$ cat config.mk
export PLATFORM = sky130hd
export DESIGN_NAME = serial_adder
export DESIGN_NICKNAME = d
export VERILOG_FILES = /design/src/rtl/adder_pkg.sv /design/src/rtl/full_adder.sv /design/src/rtl/serial_adder.sv
export SDC_FILE = /design/constraint.sdc
export NUM_CORES = 1
export LEC_CHECK = 0
export CORE_ASPECT_RATIO = 0.6
export CORE_MARGIN = 3
export CORE_UTILIZATION = 40
export DETAILED_ROUTE_END_ITERATION = 10
export PLACE_DENSITY = 0.66
export SETUP_SLACK_MARGIN = 0.05
export SLEW_MARGIN = 20
export SYNTH_ARGS = -nofsm -noshare
export SYNTH_HDL_FRONTEND = slang
export SYNTH_SLANG_ARGS = --single-unit
$ cat constraint.sdc
create_clock -name clk -period 2.57 [get_ports clk]
set_clock_uncertainty 0.05 [all_clocks]
set_input_delay 0.514 -clock clk [delete_from_list [all_inputs] [get_ports clk]]
set_output_delay 0.514 -clock clk [all_outputs]
set_load 0.05 [all_outputs]
$ cat src/rtl/adder_pkg.sv
// Shared types and elaboration helpers for the chunked serial adder.
package adder_pkg;

    typedef enum logic [1:0] {
        IDLE = 2'd0,
        BUSY = 2'd1,
        DONE = 2'd2
    } add_state_t;

    function automatic int nchunk_of(input int width, input int chunk);
        return (chunk > 0) ? (width / chunk) : 1;
    endfunction

    // A single-chunk adder still needs a 1-bit counter to keep the port widths legal.
    function automatic int cnt_w_of(input int nchunk);
        return (nchunk > 1) ? $clog2(nchunk) : 1;
    endfunction

endpackage

$ cat src/rtl/full_adder.sv
// Single-bit full adder cell, chained CHUNK-wide inside serial_adder.
module full_adder (
    input  logic a,
    input  logic b,
    input  logic c_in,
    output logic sum,
    output logic c_out
);

    assign sum   = a ^ b ^ c_in;
    assign c_out = (a & b) | (c_in & (a ^ b));

endmodule

$ cat src/rtl/serial_adder.sv
// Multi-cycle WIDTH-bit adder: CHUNK bits per clock through a full_adder ripple,
// with a registered inter-chunk carry and valid/ready handshakes on both sides.
module serial_adder
    import adder_pkg::*;
#(
    parameter int WIDTH = 8,
    parameter int CHUNK = 2
) (
    input  logic             clk,
    input  logic             rst,
    input  logic             in_valid,
    output logic             in_ready,
    input  logic [WIDTH-1:0] a,
    input  logic [WIDTH-1:0] b,
    input  logic             c_in,
    output logic             out_valid,
    input  logic             out_ready,
    output logic [WIDTH-1:0] sum,
    output logic             c_out,
    output logic             ovf
);

    localparam int NCHUNK = nchunk_of(WIDTH, CHUNK);
    localparam int CNT_W  = cnt_w_of(NCHUNK);

    if (WIDTH < 2 || CHUNK < 1 || CHUNK > WIDTH || (WIDTH % CHUNK) != 0) begin : g_bad_param
        $error("serial_adder: need WIDTH >= 2, 1 <= CHUNK <= WIDTH and WIDTH a multiple of CHUNK");
    end

    add_state_t       state;
    add_state_t       state_nxt;
    logic [WIDTH-1:0] a_sh;
    logic [WIDTH-1:0] b_sh;
    logic [WIDTH-1:0] sum_q;
    logic [WIDTH-1:0] sum_shifted;
    logic             carry_q;
    logic             co_q;
    logic             ovf_q;
    logic [CNT_W-1:0] cnt;
    logic             last;
    logic [CHUNK:0]   c;
    logic [CHUNK-1:0] chunk_sum;

    assign c[0] = carry_q;

    for (genvar i = 0; i < CHUNK; i++) begin : g_ripple
        full_adder u_fa (
            .a     (a_sh[i]),
            .b     (b_sh[i]),
            .c_in  (c[i]),
            .sum   (chunk_sum[i]),
            .c_out (c[i+1])
        );
    end

    assign last = (cnt == CNT_W'(NCHUNK - 1));

    // New chunk enters at the top; after NCHUNK shifts the first chunk sits in the low bits.
    assign sum_shifted = (sum_q >> CHUNK) | (WIDTH'(chunk_sum) << (WIDTH - CHUNK));

    always_ff @(posedge clk or posedge rst) begin
        if (rst) begin
            state <= IDLE;
        end else begin
            state <= state_nxt;
        end
    end

    always_comb begin
        state_nxt = state;
        case (state)
            IDLE:    if (in_valid)  state_nxt = BUSY;
            BUSY:    if (last)      state_nxt = DONE;
            DONE:    if (out_ready) state_nxt = IDLE;
            default:                state_nxt = IDLE;
        endcase
    end

    always_comb begin
        in_ready  = (state == IDLE);
        out_valid = (state == DONE);
    end

    always_ff @(posedge clk or posedge rst) begin
        if (rst) begin
            a_sh    <= '0;
            b_sh    <= '0;
            sum_q   <= '0;
            carry_q <= 1'b0;
            cnt     <= '0;
            co_q    <= 1'b0;
            ovf_q   <= 1'b0;
        end else begin
            case (state)
                IDLE: begin
                    if (in_valid) begin
                        a_sh    <= a;
                        b_sh    <= b;
                        carry_q <= c_in;
                        cnt     <= '0;
                    end
                end
                BUSY: begin
                    a_sh    <= a_sh >> CHUNK;
                    b_sh    <= b_sh >> CHUNK;
                    sum_q   <= sum_shifted;
                    carry_q <= c[CHUNK];
                    cnt     <= cnt + 1'b1;
                    // On the last chunk the top cell is bit WIDTH-1, so c[CHUNK-1] is the carry into the MSB.
                    if (last) begin
                        co_q  <= c[CHUNK];
                        ovf_q <= c[CHUNK-1] ^ c[CHUNK];
                    end
                end
                default: ;
            endcase
        end
    end

    assign sum   = sum_q;
    assign c_out = co_q;
    assign ovf   = ovf_q;

endmodule

==> impl_metrics.env, run 1 <==
export IMPL_layout_nets=186
export IMPL_grt_overflow_total=0
export IMPL_path_buf_inv=1
export IMPL_relSlewSlack=0.668
export IMPL_syn_avg_cell_area_um2=10.9
export IMPL_yosys_area_top_type="dfrtp_1"
export IMPL_synth_top_family_by_area="compound AO/OA/AOI/OAI gates"
export IMPL_ys_ff_latch=31
export IMPL_grt_pass1_wl_um=5180
export IMPL_synth_compound_area_share=0.227
export IMPL_antenna_cells=0
export IMPL_yosysSeqAreaShare=0.553
export IMPL_hold_path_class="register to register"
export IMPL_clockBufferDepth=2
export IMPL_wl_per_cell_um=15.1
export IMPL_synth_mux_area_fraction=0.0561
export IMPL_post_cts_resized=0
export IMPL_cp_max_fo=13
export IMPL_fillerInstances=269
export IMPL_synth_edff_count=0
export IMPL_dpl_instance_area_um2=1740
export IMPL_grt_max_degree=32
export IMPL_fin_crit_sh=0.901
export IMPL_start_util=0.453
export IMPL_path_cells="nor2_1, clkdlybuf4s50_1"
export IMPL_synth_adder_area_share=0.0374
export IMPL_hold_buffers=0
export IMPL_cp_end_kind="output pin"
export IMPL_synth_cells=129
export IMPL_slew_violations=0
export IMPL_cts_tree="done"
export IMPL_hpwl_um=2150
export IMPL_worstHoldStart="ovf"
export IMPL_synth_common_cells="dfrtp_1 (31), o22ai_1 (24), a21oi_1 (13)"
export IMPL_grt_pass1_vias=1129
export IMPL_finalSetupViolations=0
export IMPL_num_rows=15
export IMPL_drt_wl_total_um=3090
export IMPL_die_area_um2=4280
export IMPL_synth_area_um2=1400
export IMPL_die_x_um=82.5
export IMPL_drt_iter0_drc=55
export IMPL_yosys_cell_types_count=25
export IMPL_crit_arrival_ns=1.75
export IMPL_max_stage_delay_ns=0.81
export IMPL_ant_nets=0
export IMPL_fin_area_um2=1820
export IMPL_synthArstFlopShare=1.00
export IMPL_r2r_cells=5
export IMPL_yosys_area_share_simple=0.0553
export IMPL_post_cts_setup_buffer_count=0
export IMPL_firstDrtPassIters=4
export IMPL_path_class="register to output pin"
export IMPL_yosysMostFrequentCell="dfrtp_1"
export IMPL_rrSetupSlack_ns=0.81
export IMPL_setup_tns_ns=0
export IMPL_worst_slack_ns=0.254
export IMPL_io_pins=33
export IMPL_grt_usage=0.167
export IMPL_power_leakage_nw=0.787
export IMPL_synth_xor_area_frac=0.00624
export IMPL_insertion_delay_ns=0.28
export IMPL_routed_via_density=5.47
export IMPL_drive_above_1_share=0.111
export IMPL_rsz0062_at_grt="no"
export IMPL_maxCapViolations=0
export IMPL_core_um2=3100
export IMPL_drc=0
export IMPL_slowest_stage="clkdlybuf4s50_1"
export IMPL_die_h_um=51.9
export IMPL_critPathLaunch="state[0]"
export IMPL_crit_family="buffers and inverters"
export IMPL_r2r_start="carry_q"
export IMPL_area_growth_pct=29.9
export IMPL_status="complete, no violations"
export IMPL_htreeDepth=2
export IMPL_hold_viol=0
export IMPL_synth_nets=153
export IMPL_yosysTopAreaCellShare=0.553
export IMPL_p_per_area_nw_per_um2=1440
export IMPL_cts_root_buffer_cell="clkbuf_8"
export IMPL_required_ns=2.01
export IMPL_cts_buffers=5
export IMPL_start_kind="register"
export IMPL_r2r_end="ovf"
export IMPL_synth_top_flop_cell="dfrtp_1"
export IMPL_tightest_slew_ns=0.497
export IMPL_netlist_top_cells_area="dfrtp_1 (55%), o22ai_1 (11%), a21oi_1 (4.6%)"
export IMPL_place_gp_congestion=0.836
export IMPL_clk_pin_slew_ns=0.06
export IMPL_cts_num_sinks=31
export IMPL_ys_warn_count=0
export IMPL_num_vias=1115
export IMPL_antenna_found_initial=0
export IMPL_whs_endpoint="ovf"
export IMPL_dpl_worst_slack_ns=0.569
export IMPL_fmax_ghz=0.432
export IMPL_ir_drop_mv=0.774
export IMPL_io_buffers=32
export IMPL_finalCriticalPeriod_ns=2.32
export IMPL_hold_depth=2
## worst reg2reg max path, stage by stage (launching register included)
cell and delay [ns]:
dfrtp_1 0.35, inv_1 0.08, fa_1 0.48, fa_1 0.44, xnor2_1 0.17, o21ai_0 0.09
## worst max-delay path by stage
stage                      endpoint  depth (start not counted)
after floorplan           out_valid                          4
after global placement     in_ready                          2
final                      in_ready                          2
after global routing       in_ready                          2
after detailed placement   in_ready                          2
after CTS                  in_ready                          2
## routing by layer
metal	vias to the layer above	GRT usage	share of wire
met2	32	0.255	0.46
met3	7	0.0571	0.060
met4	0	0.0829	0.021
met5	-	0	0
met1	540	0.210	0.46
li1	536	-	-
## state kept, by name (all words and copies together), names as in the netlist
register / flops
ovf: 1
sum: 8
cnt: 2
a_sh: 8
c_out: 1
state: 2
b_sh: 8
carry_q: 1
## stage by stage
step                hold slack [ns]   util  std cells  total power [mW]
floorplan                     0.410      -        129              1.94
global placement              0.418  0.560        197              2.22
detailed placement            0.420  0.560        197              2.26
CTS                           0.435  0.589        204              2.65
global route                  0.479  0.589        204              2.83
finish                        0.429  0.589        204              2.62
## power by group
part / internal, mW / switching (mW) / total (mW)
logic: 0.545 / 0.773 / 1.32
clock network: 0.210 / 0.174 / 0.384
registers: 0.730 / 0.191 / 0.921
total: 1.49 / 1.14 / 2.62
## kinds of logic (layout without fill, tap and decap cells)
| logic type | count (synthesis) | after routing |
|---|---|---|
| and+or+nand+nor | 17 | 17 |
| DFF | 31 | 31 |
| muxes | 6 | 6 |
| AOI/OAI and AO/OA | 54 | 54 |
| adders and majority gates | 3 | 3 |
| xor gates and xnor gates | 1 | 1 |
| buffers and inverters | 17 | 50 |
## placed cells by master (no fill, tap or decap), types with 2 or more instances in the layout
cell type and instances:
buf_4 4, clkdlybuf4s50_1 31, nand2b_1 2, mux2_4 3
inv_1 8, mux2_2 3, o22ai_1 24, nor2_1 4
a21oi_1 13, clkbuf_8 6, fa_1 2, nand2_1 8
o21ai_0 12, dfrtp_1 31
## cell type report
class	count	area (um2)	area share
clock buffer	6	82.6	0.0453
sequential	31	776	0.426
tap	42	52.6	0.0288
clock inverter	1	5.00	0.00275
multi-input combinational	81	537	0.294
inverter	8	30.0	0.0165
timing repair buffer	35	340	0.187
(Power assumes the default switching activity.)
==> run 2, diff against run 1 <==
--- a/config.mk
+++ b/config.mk
@@ -11,7 +11,6 @@
 export DETAILED_ROUTE_END_ITERATION = 10
 export PLACE_DENSITY = 0.66
 export SETUP_SLACK_MARGIN = 0.05
-export SLEW_MARGIN = 20
 export SYNTH_ARGS = -nofsm -noshare
 export SYNTH_HDL_FRONTEND = slang
 export SYNTH_SLANG_ARGS = --single-unit
==> results of run 2 <==
The final DEF is identical to that of run 1; final timing and power are the same.
==> run 3, diff against run 2 <==
==> constraint.sdc (replaced) <==
create_clock -name clk -period 2.96 [get_ports clk]
set_clock_uncertainty 0.05 [all_clocks]
set_input_delay 0.592 -clock clk [delete_from_list [all_inputs] [get_ports clk]]
set_output_delay 0.592 -clock clk [all_outputs]
set_load 0.05 [all_outputs]
==> run 3 against run 2 <==
  * Combinational power shrank 13%
  * Clock power shrank 6.8%
  * Critical path depth grew 1
  * Routed wire length shrank 3.8%
  * Sequential power shrank 13%
  * Via count grew 0.81%
  * Cell count is the same
  * Core utilization grew 0.24 points
  * Critical endpoint is now out_valid
  * Largest cell class unchanged
  * Largest power group unchanged
==> impl_metrics.env, run 3 (same netlist as run 1, synthesis figures left out) <==
export IMPL_status="complete, no violations"
export IMPL_required_ns=2.32
export IMPL_drc=0
export IMPL_post_cts_resized=0
export IMPL_start_util=0.453
export IMPL_finalSetupViolations=0
export IMPL_antenna_cells=0
export IMPL_slew_violations=0
export IMPL_dpl_worst_slack_ns=0.570
export IMPL_cts_num_sinks=31
export IMPL_relSlewSlack=0.335
export IMPL_num_rows=15
export IMPL_ir_drop_mv=0.515
export IMPL_layout_nets=185
export IMPL_wl_per_cell_um=14.6
export IMPL_routed_via_density=5.51
export IMPL_start_kind="register"
export IMPL_hold_viol=0
export IMPL_cts_buffers=5
export IMPL_fillerInstances=271
export IMPL_fin_crit_sh=0.912
export IMPL_setup_tns_ns=0
export IMPL_final_cell_mix="clkdlybuf4s50_1 (32), dfrtp_1 (31), o22ai_1 (24), a21oi_1 (13), o21ai_0 (12)"
export IMPL_insertion_delay_ns=0.28
export IMPL_cts_root_buffer_cell="clkbuf_8"
export IMPL_cp_end_kind="output pin"
export IMPL_htreeDepth=2
export IMPL_clockBufferDepth=2
export IMPL_ant_nets=0
export IMPL_fmax_ghz=0.370
export IMPL_die_h_um=51.9
export IMPL_rsz0062_at_grt="no"
export IMPL_finalCriticalPeriod_ns=2.70
export IMPL_place_gp_congestion=0.770
export IMPL_die_area_um2=4280
export IMPL_path_class="register to output pin"
export IMPL_tightest_slew_ns=0.997
export IMPL_grt_overflow_total=0
export IMPL_max_stage_delay_ns=0.82
export IMPL_path_buf_inv=2
export IMPL_grt_usage=0.155
export IMPL_drt_wl_total_um=2970
export IMPL_area_growth_pct=30.4
export IMPL_antenna_found_initial=0
export IMPL_crit_family="buffers and inverters"
export IMPL_num_vias=1124
export IMPL_crit_arrival_ns=2.06
export IMPL_grt_pass1_wl_um=4970
export IMPL_final_common_cell="clkdlybuf4s50_1"
export IMPL_firstDrtPassIters=4
export IMPL_slowest_stage="clkdlybuf4s50_1"
export IMPL_cp_max_fo=15
export IMPL_io_pins=33
export IMPL_hpwl_um=2110
export IMPL_hold_path_class="register to register"
export IMPL_core_um2=3100
export IMPL_grt_pass1_vias=1068
export IMPL_io_buffers=32
export IMPL_die_x_um=82.5
export IMPL_hold_buffers=0
export IMPL_path_cells="inv_1, nor2_1, clkdlybuf4s50_1"
export IMPL_post_cts_setup_buffer_count=0
export IMPL_clk_pin_slew_ns=0.06
export IMPL_p_per_area_nw_per_um2=1260
export IMPL_grt_max_degree=32
export IMPL_cts_tree="done"
export IMPL_maxCapViolations=0
export IMPL_drive_above_1_share=0.0988
export IMPL_drt_iter0_drc=49
export IMPL_worst_slack_ns=0.259
export IMPL_power_leakage_nw=0.784
run 3: changes by cell type in the layout (fill, tap and decap cells not counted):
| cell | delta |
|---|---|
| buf_4 | -2 |
| clkbuf_1 | +1 |
| clkbuf_8 | +1 |
| clkinv_2 | -1 |
| clkdlybuf4s50_1 | +1 |
run 3: through the flow:
step | std cells | cell area (um2) | hold WS [ns] | utilization | power, mW
after floorplan | 129 | 1400 | 0.410 | - | 1.68
after global placement | 196 | 1730 | 0.417 | 0.559 | 1.93
after detailed placement | 196 | 1730 | 0.419 | 0.559 | 1.96
after CTS | 204 | 1830 | 0.434 | 0.591 | 2.32
after global routing | 204 | 1830 | 0.473 | 0.591 | 2.48
final | 204 | 1830 | 0.428 | 0.591 | 2.31
run 3: path summary, 6_finish.rpt:
| check | from | to | slack [ns] | cells past startpoint |
|---|---|---|---|---|
| worst min-delay path | ovf | ovf | 0.43 | 2 |
| worst max register to register | state[1] | sum[4] | 1.04 | 2 |
| worst min register to register | ovf | ovf | 0.43 | 2 |
| min in group asynchronous | rst | ovf | 0.65 | 3 |
| max in group asynchronous | rst | a_sh[6] | 1.92 | 3 |
| worst max-delay path | state[1] | out_valid | 0.26 | 3 |
run 3: worst reg2reg max path, delay by kind of cell, from the launching register on:
family           cells  cell delay (ns)
muxes                1             0.42
and+or+nand+nor      1             0.82
DFF                  1             0.52
run 3: power by group:
part / leakage (nW) / switching [mW] / internal (mW)
combinational: 0.357 / 0.677 / 0.468
clock: 0.0515 / 0.146 / 0.212
sequential: 0.376 / 0.168 / 0.635
total: 0.784 / 0.991 / 1.31
run 3: per-layer routing:
metal / vias to the layer above / part of all wire / global-route usage / wire length [um]
li1: 534 / - / - / -
met1: 544 / 0.46 / 0.208 / 1380
met2: 41 / 0.45 / 0.238 / 1350
met3: 5 / 0.073 / 0.0536 / 217
met4: 0 / 0.0081 / 0.0414 / 24
met5: - / 0 / 0 / 0
run 3: final cells by class:
cell class                      instances  area, um2  area share
Multi-Input combinational cell         81        537       0.293
Tap cell                               42       52.6      0.0287
Clock buffer                            8        100      0.0547
Sequential cell                        31        776       0.424
Inverter                                8       30.0      0.0164
Timing Repair Buffer                   34        335       0.183
